==> config.mk <==
export PLATFORM = sky130hd
export DESIGN_NAME = booth_mul_4bits
export DESIGN_NICKNAME = d
export VERILOG_FILES = /design/src/rtl/booth_mul_4bits.sv
export SDC_FILE = /design/constraint.sdc
export NUM_CORES = 1
export LEC_CHECK = 0
export CELL_PAD_IN_SITES_DETAIL_PLACEMENT = 2
export CELL_PAD_IN_SITES_GLOBAL_PLACEMENT = 2
export CORE_MARGIN = 8
export CORE_UTILIZATION = 36
export CTS_BUF_LIST = sky130_fd_sc_hd__clkbuf_16
export CTS_CLUSTER_SIZE = 28
export DETAILED_ROUTE_END_ITERATION = 8
export PLACE_DENSITY_LB_ADDON = 0.1
export SLEW_MARGIN = 20
export SYNTH_ARGS = -nofsm -noshare
export SYNTH_HDL_FRONTEND = slang
export SYNTH_SLANG_ARGS = --single-unit
==> constraint.sdc <==
create_clock -name clk -period 5.55 [get_ports clk]
set_clock_uncertainty 0.05 [all_clocks]
set_input_delay 0.555 -clock clk [delete_from_list [all_inputs] [get_ports clk]]
set_output_delay 0.555 -clock clk [all_outputs]
set_load 0.02 [all_outputs]
==> src/rtl/booth_mul_4bits.sv <==
// Radix-2 Booth multiplier, 4x4 signed -> 8-bit signed, one iteration per cycle.
// Optional BOOTH_MUL_ZERO_SKIP_EN: a zero operand bypasses the iterations and completes in one cycle.

module add_sub_4bits (
  input  logic [3:0] a,
  input  logic [3:0] b,
  input  logic       m,
  output logic [3:0] s,
  output logic       v
);
  logic [3:0] bx;
  logic       c;

  always_comb begin
    bx     = b ^ {4{m}};
    {c, s} = {1'b0, a} + {1'b0, bx} + {4'b0000, m};
    v      = (a[3] == bx[3]) && (s[3] != a[3]);
  end
endmodule

module booth_mul_4bits (
  input  logic       clk,
  input  logic       rst_n,
  input  logic       start,
  input  logic [3:0] a,
  input  logic [3:0] b,
  output logic       busy,
  output logic       done,
  output logic [7:0] p
);
  typedef enum logic [1:0] {StIdle, StRun, StDone} state_t;

  state_t     state_q, state_d;
  logic [3:0] acc_q, acc_d, q_q, q_d, m_q, m_d;
  logic       q1_q, q1_d;
  logic [1:0] cnt_q, cnt_d;
  logic [7:0] p_q, p_d;

  logic [3:0] sum;
  logic       ovf;
  logic       add_en;
  logic [3:0] acc_sum;
  logic       msb;

  // Mode follows Q[0]: pair 10 subtracts, 01 adds; 00/11 ignore the adder result.
  add_sub_4bits u_add_sub (
    .a(acc_q),
    .b(m_q),
    .m(q_q[0]),
    .s(sum),
    .v(ovf)
  );

  always_comb begin
    add_en  = q_q[0] ^ q1_q;
    acc_sum = add_en ? sum : acc_q;
    // True sign of the 5-bit result survives a 4-bit overflow (e.g. 0 - (-8)).
    msb     = add_en ? (sum[3] ^ ovf) : acc_q[3];
  end

  always_comb begin
    state_d = state_q;
    acc_d   = acc_q;
    q_d     = q_q;
    q1_d    = q1_q;
    m_d     = m_q;
    cnt_d   = cnt_q;
    p_d     = p_q;
    unique case (state_q)
      StIdle: begin
        if (start) begin
          m_d     = a;
          q_d     = b;
          acc_d   = 4'd0;
          q1_d    = 1'b0;
          cnt_d   = 2'd0;
          state_d = StRun;
`ifdef BOOTH_MUL_ZERO_SKIP_EN
          if (a == 4'd0 || b == 4'd0) begin
            p_d     = 8'h00;
            state_d = StDone;
          end
`endif
        end
      end
      StRun: begin
        acc_d = {msb, acc_sum[3:1]};
        q_d   = {acc_sum[0], q_q[3:1]};
        q1_d  = q_q[0];
        cnt_d = cnt_q + 2'd1;
        if (cnt_q == 2'd3) begin
          p_d     = {msb, acc_sum[3:1], acc_sum[0], q_q[3:1]};
          state_d = StDone;
        end
      end
      StDone: state_d = StIdle;
      default: state_d = StIdle;
    endcase
  end

  always_ff @(posedge clk or negedge rst_n) begin
    if (!rst_n) begin
      state_q <= StIdle;
      acc_q   <= 4'd0;
      q_q     <= 4'd0;
      q1_q    <= 1'b0;
      m_q     <= 4'd0;
      cnt_q   <= 2'd0;
      p_q     <= 8'h00;
    end else begin
      state_q <= state_d;
      acc_q   <= acc_d;
      q_q     <= q_d;
      q1_q    <= q1_d;
      m_q     <= m_d;
      cnt_q   <= cnt_d;
      p_q     <= p_d;
    end
  end

  assign busy = (state_q != StIdle);
  assign done = (state_q == StDone);
  assign p    = p_q;
endmodule

[Yosys cells after proc, flatten, opt, wreduce, memory -nomap -nowiden]
Index checks and enable logic that the tools add are counted.
Word-level totals
  flip-flop bits (word level): 25
  output and inout port bits: 10
  word-level logic and storage cells: 41
Cells by class
  add/sub/neg operators: 3
  reduce and logical (&&, ||, !) cells: 8
  bitwise gates (word level): 3
  equality and inequality tests: 7
  muxes and demuxes: 13
Operators by type and width (number)
  one-hot mux 4 bit (2 select lines): 2
  two-way mux 4 bit: 3
  one-hot mux 2 bit (2 select lines): 2
  AND reduction 2 bit: 4
  two-way mux 2 bit: 3
  adder 4 x 1 -> 4 bit: 1
  adder 4 bit: 1
  == test 2 bit, second input constant: 2
  inequality test 2 bit, second input constant: 2
  nonzero test 2 bit: 2
  XOR 4 bit: 1
  adder 2 x 1 -> 2 bit, second input constant: 1
  == test 2 x 1 -> 1 bit, second input constant: 1
  zero test 2 bit: 1
  two-way mux 1 bit: 2
  one-hot mux 1 bit (2 select lines): 1
  XOR 1 bit: 2
  == test 1 bit: 1
  logical AND 1 bit: 1
  inequality test 1 bit: 1

[Depth between registers and ports, before layout]
Gate-level depths: netlist of the first run.
  depth after elaboration: 8
  depth in mapped cells: 8
  depth with buffers taken out: 7

[Modules after synthesis]
A second synthesis of the first run with hierarchy kept.
Unflattened totals
  cells, all modules: 111
  area total of the unflattened synthesis: 1255.0 sq um
Modules (own cells, without submodules)
  booth_mul_4bits: area each 1097.3 sq um, cells each 95, times used 1
  add_sub_4bits: area each 157.7 sq um, cells each 16, times used 1

[Least setup slack after synthesis of the first run]
No wires, ideal clock.
  path type: reg2reg
  start: reg q_q[0]
  end: reg p_q[6] (netlist: p[6])
  clock period less this slack: 2.014 ns
  setup time: 0.082 ns
  arrival: 1.883 ns
  slack: 3.536 ns
  stages on the path, launching flop included: 9
  cell sequence: dfrtp_1 -> buf_6 -> xor2_1 -> ha_1 -> a21oi_1 -> o21ai_4 -> xnor2_1 -> or3_1 -> a31oi_1
Between the ends
  longest elaborated chain between the ends: 4
  elaborated cells on any way between the ends: 5
RTL lines
  from (decl): RTL line 34  | logic [3:0] acc_q, acc_d, q_q, q_d, m_q, m_d;
  from (signal assigned): RTL line 113  | q_q <= q_d;
  XOR 4 bit: RTL line 15  | bx = b ^ {4{m}};
  adder 4 bit: RTL line 16  | {c, s} = {1'b0, a} + {1'b0, bx} + {4'b0000, m};
  adder 4 x 1 -> 4 bit: RTL line 16
  two-way mux 4 bit *: RTL line 56  | acc_sum = add_en ? sum : acc_q;
  to (signal assigned): RTL line 117  | p_q <= p_d;
  to (decl): RTL line 37  | logic [7:0] p_q, p_d;
Every way passes the cells marked *; elsewhere a longest branch is shown, timed or not.
A chain may end at the register's enable or synchronous reset.

[Worst setup path in the final report of the first run]
  start: reg state_q[0]
  end: reg p_q[7] (netlist: p[7])
Between the ends
  longest elaborated chain between the ends: 2
RTL lines
  from (decl): RTL line 33  | state_t state_q, state_d;
  from (signal assigned): RTL line 103  | state_q <= StIdle;
  from (signal assigned): RTL line 111  | state_q <= state_d;
  == test 2 x 1 -> 1 bit: RTL line 69  | unique case (state_q)
  AND reduction 2 bit (no line)
No other way between the ends.

==> qor.txt, run 1 <==
post-synthesis cell count - 119
vias per cell - 5.17
Final Hold Fails - 0
CP Class - reg -> reg
initial antenna violation count - 0
fillers - 378
Worst EP required - 5640 ps
library cells used by synthesis - 34
CTS buffer count - 3
# nets final - 155
dpl hpwl - 2400 µm
GRT Overall Usage - 13.0%
Max FO, Critical Path - 14
DR WL/cell - 17.2 µm
Final Wtd Congestion - 0.744
vias in the first global route - 1121
Initial Util - 37.6%
async set or reset register ratio after synthesis - 100%
Clock Tree Root - clkbuf_16
Tmin final - 2370 ps
Worst-Margin Slew - 1060 ps
I/O pins - 21
relative slew slack - 29.2%
final cell count without fillers - 185
status - completed
die height - 75.3 µm
CTS H-tree lvls - 1
crit path capture type - register
crit path DAT - 2460 ps
layout cells sized above 1 - 10.8%
Die Wd - 75.3 µm
Routed Antenna Nets - 0
Synth top area share - 49.5%
post-synth top area cell - dfrtp_1
Post CTS Setup Buffer Count - 0
highest clock rate - 0.422 GHz
Post-Route WL - 3180 µm
largest net degree at the start of global routing - 26
first-pass GRT wire length - 5550 µm
RSZ-0062 raised after global routing - false
Die Area - 5670 µm²
Max-Cap Viols - 0
Post-Synth XOR/XNOR Area - 7.02%
most common cell after layout, fill and taps aside - dfrtp_1
adder-cell share of the synthesized area - 4.55%
Sink Count - 25
commonest cells after routing, fill and taps aside - 25 x dfrtp_1, 21 x nand2_1, 20 x clkdlybuf4s50_1, 9 x o21ai_0
Post-synth EDFFs - 0
Post-CTS Resized - 0
Post-Synth Simple-Gate Area - 11.7%
post-synthesis sequential area ratio - 49.5%
syn nets - 134
DR vias - 957
Layout area overhead - 25.1%
Skew-Pair Late Insertion Delay - 260 ps
TritonRoute pass-1 iters - 4
post-route DRC violation count - 0
worst hold path type - reg -> reg
Startpoint Class - register
commonest register cell after synthesis - dfrtp_1
initial drt markers - 16
maximum VDD drop - 224 µV
Max clock buf depth - 2
Final setup viols - 0
Syn Area/Cell - 10.6 µm²
Post-Syn Area - 1260 µm²
main combinational cell family by area after synthesis - compound AO/OA/AOI/OAI gates
ANT cells - 0
TritonCTS clock tree - built
Compound-Gate Fraction of Synth Area - 13.4%
# port buffers - 20
number of placement rows - 21
top cells by area, synth - dfrtp_1 49%, nand2_1 6.2%, mux2_2 5.3%, o21ai_0 3.6%, xor2_1 3.5%
Syn. warnings - 0
#FFs+latches synth - 25
worst-case hold slack - 444 ps
placed instance area - 1500 µm²
Final Cell Area - 1580 µm²
P per Cell Area - 715 nW/µm²
setup TNS - 0 ps
grt total ovfl - 0
LEAKAGE - 0.670 nW
period utilization - 42.7%
clk slew on worst S/H paths - 70 ps
multiplexer share of the synthesized area - 10.6%
placed cells - 181
number of hold buffers added after cts - 0
max-slew violations - 0
final core occ - 47.1%
Core Region - 3360 µm²
==> sequential cells by signal, summed over array words and instances (netlist names) <==
signal   cells
p            8
acc_q        4
m_q          4
q_q          4
cnt_q        2
state_q      2
q1_q         1
==> Yosys cell counts (3+ instances only) <==
master / instances
nor2b_1: 3
a21oi_1: 6
o21ai_1: 4
o21ai_0: 9
mux2i_1: 3
xor2_1: 5
inv_1: 3
dfrtp_1: 25
o22ai_1: 3
clkbuf_1: 3
ha_1: 3
nand2_1: 21
mux2_2: 6
==> critical path: stages (launching register included) <==
cell and delay [ps]:
dfrtp_1 410, nor2b_1 790, nand2_1 430, inv_2 220
mux2_2 360
==> cells by family (layout without fill, tap and decap cells) <==
family | count (synthesis) | in the layout
AO/OA/AOI/OAI | 28 | 28
XOR/XNOR | 8 | 8
AND/OR/NAND/NOR | 33 | 33
flip-flops | 25 | 25
multiplexers | 12 | 12
adder cells (fa/ha/maj) | 4 | 4
buffers and inverters | 9 | 29
==> cell type report <==
| cell class | count | area, µm² | share of cell area, % |
|---|---|---|---|
| Clock buffer | 3 | 75.1 | 4.74 |
| Clock inverter | 1 | 5.00 | 0.316 |
| Inverter | 4 | 15.0 | 0.949 |
| Multi-Input combinational cell | 85 | 597 | 37.7 |
| Sequential cell | 25 | 626 | 39.5 |
| Tap cell | 46 | 57.6 | 3.64 |
| Timing Repair Buffer | 21 | 208 | 13.1 |
==> worst paths after layout <==
| kind | to | slack [ps] | depth (start not counted) | from |
|---|---|---|---|---|
| max in group asynchronous | cnt_q[0] | 4590 | 2 | rst_n |
| setup / recovery | p[7] | 3180 | 4 | state_q[0] |
| hold / removal | p[5] | 440 | 2 | p[5] |
| hold reg to reg | p[5] | 440 | 2 | p[5] |
| min in group asynchronous | p[5] | 610 | 2 | rst_n |
| setup reg to reg | p[7] | 3180 | 4 | state_q[0] |
==> where the power goes <==
part           switching [mW]  total, mW  leakage (nW)  internal [mW]
clock                  0.0656      0.163        0.0409         0.0972
combinational           0.351      0.612         0.324          0.262
sequential             0.0834      0.357         0.305          0.273
total                   0.500       1.13         0.670          0.632
==> per-stage QoR <==
| step | setup WS [ps] | power (mW) |
|---|---|---|
| finish | 3180 | 1.13 |
| global route | 2950 | 1.24 |
| CTS | 3130 | 1.15 |
| detailed placement | 3020 | 0.978 |
| global placement | 3090 | 0.936 |
| floorplan | 3540 | 0.781 |
==> routing by layer <==
metal	GRT usage (%)	wire [µm]	up-vias	share of wire (%)
met5	0	0	-	0
met4	5.54	57	0	1.8
met3	3.33	122	7	3.8
met2	23.3	1660	14	52
met1	14.2	1330	487	42
li1	-	-	449	-
Note: power is estimated with default switching activity, not from simulation.
==> run 2, diff against run 1 <==
CORE_UTILIZATION = 33   (was 36)
clock period = 2.35 ns   (was 5.55 ns; I/O delays follow)
==> run 2 against run 1 <==
Effect of this change:
- power up 140%
- largest cell class unchanged
- sequential cell count did not move
- setup slack lost 2900 ps
- highest routed layer unchanged
- clock power is 130% higher
- via count rose by 0.42%
- critical path type unchanged
- sequential share of layout area decreased by 0.58 points
- wire length increased by 2.4%
==> qor.txt, run 2 (synthesized netlist as in run 1, its figures left out) <==
status - completed
commonest cells after routing, fill and taps aside - 25 x dfrtp_1, 21 x nand2_1, 20 x clkdlybuf4s50_1, 9 x o21ai_0
# nets final - 158 (+1.9%)
vias in the first global route - 1153 (+2.9%)
Psw - 1.17 mW (+130%)
Max FO, Critical Path - 7 (-7)
CTS H-tree lvls - 1 (unchanged)
max-slew violations - 0 (unchanged)
Die Area - 6070 µm² (+7.1%)
pre-CTS setup slack - 287 ps (-2730 ps)
Post-Route WL - 3250 µm (+2.4%)
Clock Power Share - 14.1% (-0.3 points)
Slowest cell on crit path - dfrtp_1
number of placement rows - 22 (+4.8%)
number of hold buffers added after cts - 0 (unchanged)
LEAKAGE - 0.687 nW (+2.4%)
FF-to-FF setup slack - 300 ps (-2880 ps)
P per Cell Area - 1680 nW/µm² (+130%)
Worst EP required - 2480 ps (-3160 ps)
vias per cell - 5.06 (-2.2%)
CP delay by family, top - compound AO/OA/AOI/OAI gates
Die Wd - 77.9 µm (+3.5%)
TritonCTS clock tree - built
crit path capture type - register
Tmin final - 2050 ps (-317 ps)
Initial Util - 34.6% (-3.1 points)
grt total ovfl - 0 (unchanged)
Largest register FFs - 8 (unchanged)
Pint - 1.52 mW (+140%)
Final Wtd Congestion - 0.733 (-1.5%)
Reg2Reg Depth - 8 (+4)
# port buffers - 20 (unchanged)
largest net degree at the start of global routing - 26 (unchanged)
CP bufs+invs - 1 (unchanged)
Worst-Margin Slew - 669 ps (-389 ps)
PnR worst setup slack - 297 ps (-2880 ps)
Sink Count - 25 (unchanged)
Post CTS Setup Buffer Count - 0 (unchanged)
Skew-Pair Late Insertion Delay - 260 ps (about the same)
clk slew on worst S/H paths - 60 ps (about the same)
Final setup viols - 0 (unchanged)
relative slew slack - 55.2% (+26 points)
DR WL/cell - 17.1 µm (-0.27%)
Combinational Power Share - 55.5% (+1.4 points)
worst hold path type - in -> async
setup TNS - 0 ps (unchanged)
I/O pins - 21 (unchanged)
dpl hpwl - 2540 µm (+6.1%)
Layout area overhead - 27.0%
max incr delay on CP - 400 ps (-390 ps)
fillers - 398 (+5.3%)
Startpoint Class - register
Final Hold Fails - 0 (unchanged)
period utilization - 87.3% (+45 points)
Post-CTS Resized - 0 (unchanged)
Max clock buf depth - 2 (unchanged)
power share of the sequential group - 30.4% (-1.1 points)
initial drt markers - 45 (+29)
initial antenna violation count - 0 (unchanged)
worst path cell trace - buf_4, xor2_1, ha_1, a21oi_1, o21ai_4, xnor2_1, or3_1, a31oi_1
CP Class - reg -> reg
RSZ-0062 raised after global routing - false
Routed Antenna Nets - 0 (unchanged)
CTS buffer count - 3 (unchanged)
most common cell after layout, fill and taps aside - dfrtp_1
TritonRoute pass-1 iters - 3 (-1)
Clock Tree Root - clkbuf_16
layout cells sized above 1 - 12.0% (+1.2 points)
GRT Overall Usage - 11.6% (-1.5 points)
start of the worst register-to-register path - q_q[0]
Max-Cap Viols - 0 (unchanged)
maximum VDD drop - 540 µV (+140%)
Core Region - 3660 µm² (+8.9%)
die height - 77.9 µm (+3.5%)
post-route DRC violation count - 0 (unchanged)
highest clock rate - 0.487 GHz (+15%)
ANT cells - 0 (unchanged)
Sw Share - 43.5% (-0.64 points)
DR vias - 961 (+0.42%)
first-pass GRT wire length - 5650 µm (+1.9%)
crit path DAT - 2190 ps (-270 ps)
R2R Path End - p[6]
## run 2: routing by layer
| layer | wire (µm) | vias to the layer above | share of wire (%) | track usage, % |
|---|---|---|---|---|
| met5 | 0 | - | 0 | 0 |
| met4 | 27 | 0 | 0.83 | 2.78 |
| met3 | 54 | 4 | 1.7 | 2.30 |
| met2 | 1720 | 9 | 53 | 21.2 |
| met1 | 1450 | 493 | 44 | 13.4 |
| li1 | - | 455 | - | - |
## run 2: layout make-up
class	instances	area, µm²	area share, %
Inverter	4	15.0	0.935
Tap cell	48	60.1	3.74
Sequential cell	25	626	38.9
Clock buffer	3	75.1	4.67
Multi-Input combinational cell	85	597	37.1
Timing Repair Buffer	24	230	14.3
Clock inverter	1	3.75	0.234
## run 2: metrics by stage
| stage | hold slack (ps) | instances | power, mW | cell area, µm² | utilization, % |
|---|---|---|---|---|---|
| 5_1_grt | 319 | 190 | 2.94 | 1610 | 43.9 |
| 3_5_place_dp | 428 | 186 | 2.36 | 1530 | 41.7 |
| 6_report | 298 | 190 | 2.70 | 1610 | 43.9 |
| 4_1_cts | 311 | 190 | 2.75 | 1610 | 43.9 |
| 2_1_floorplan | -111 | 119 | 1.84 | 1260 | - |
| 3_3_place_gp | 417 | 186 | 2.26 | 1530 | 41.7 |
## run 2: power groups by stage
stage	clock (mW)	combinational, mW	sequential (mW)
finish	0.380	1.50	0.820
global route	0.407	1.69	0.851
CTS	0.389	1.53	0.826
detailed placement	0	1.53	0.833
global placement	0	1.45	0.811
floorplan	0	0.988	0.855
## run 2: worst max-delay path by stage
stage	start	endpoint	slack (ps)	cells after the start
3_3_place_gp	q_q[0]	p[6]	380	8
5_1_grt	q_q[0]	p[6]	170	8
3_5_place_dp	q_q[0]	p[6]	290	8
6_report	q_q[0]	p[6]	300	8
4_1_cts	q_q[0]	p[6]	280	8
2_1_floorplan	q_q[0]	p[6]	340	8
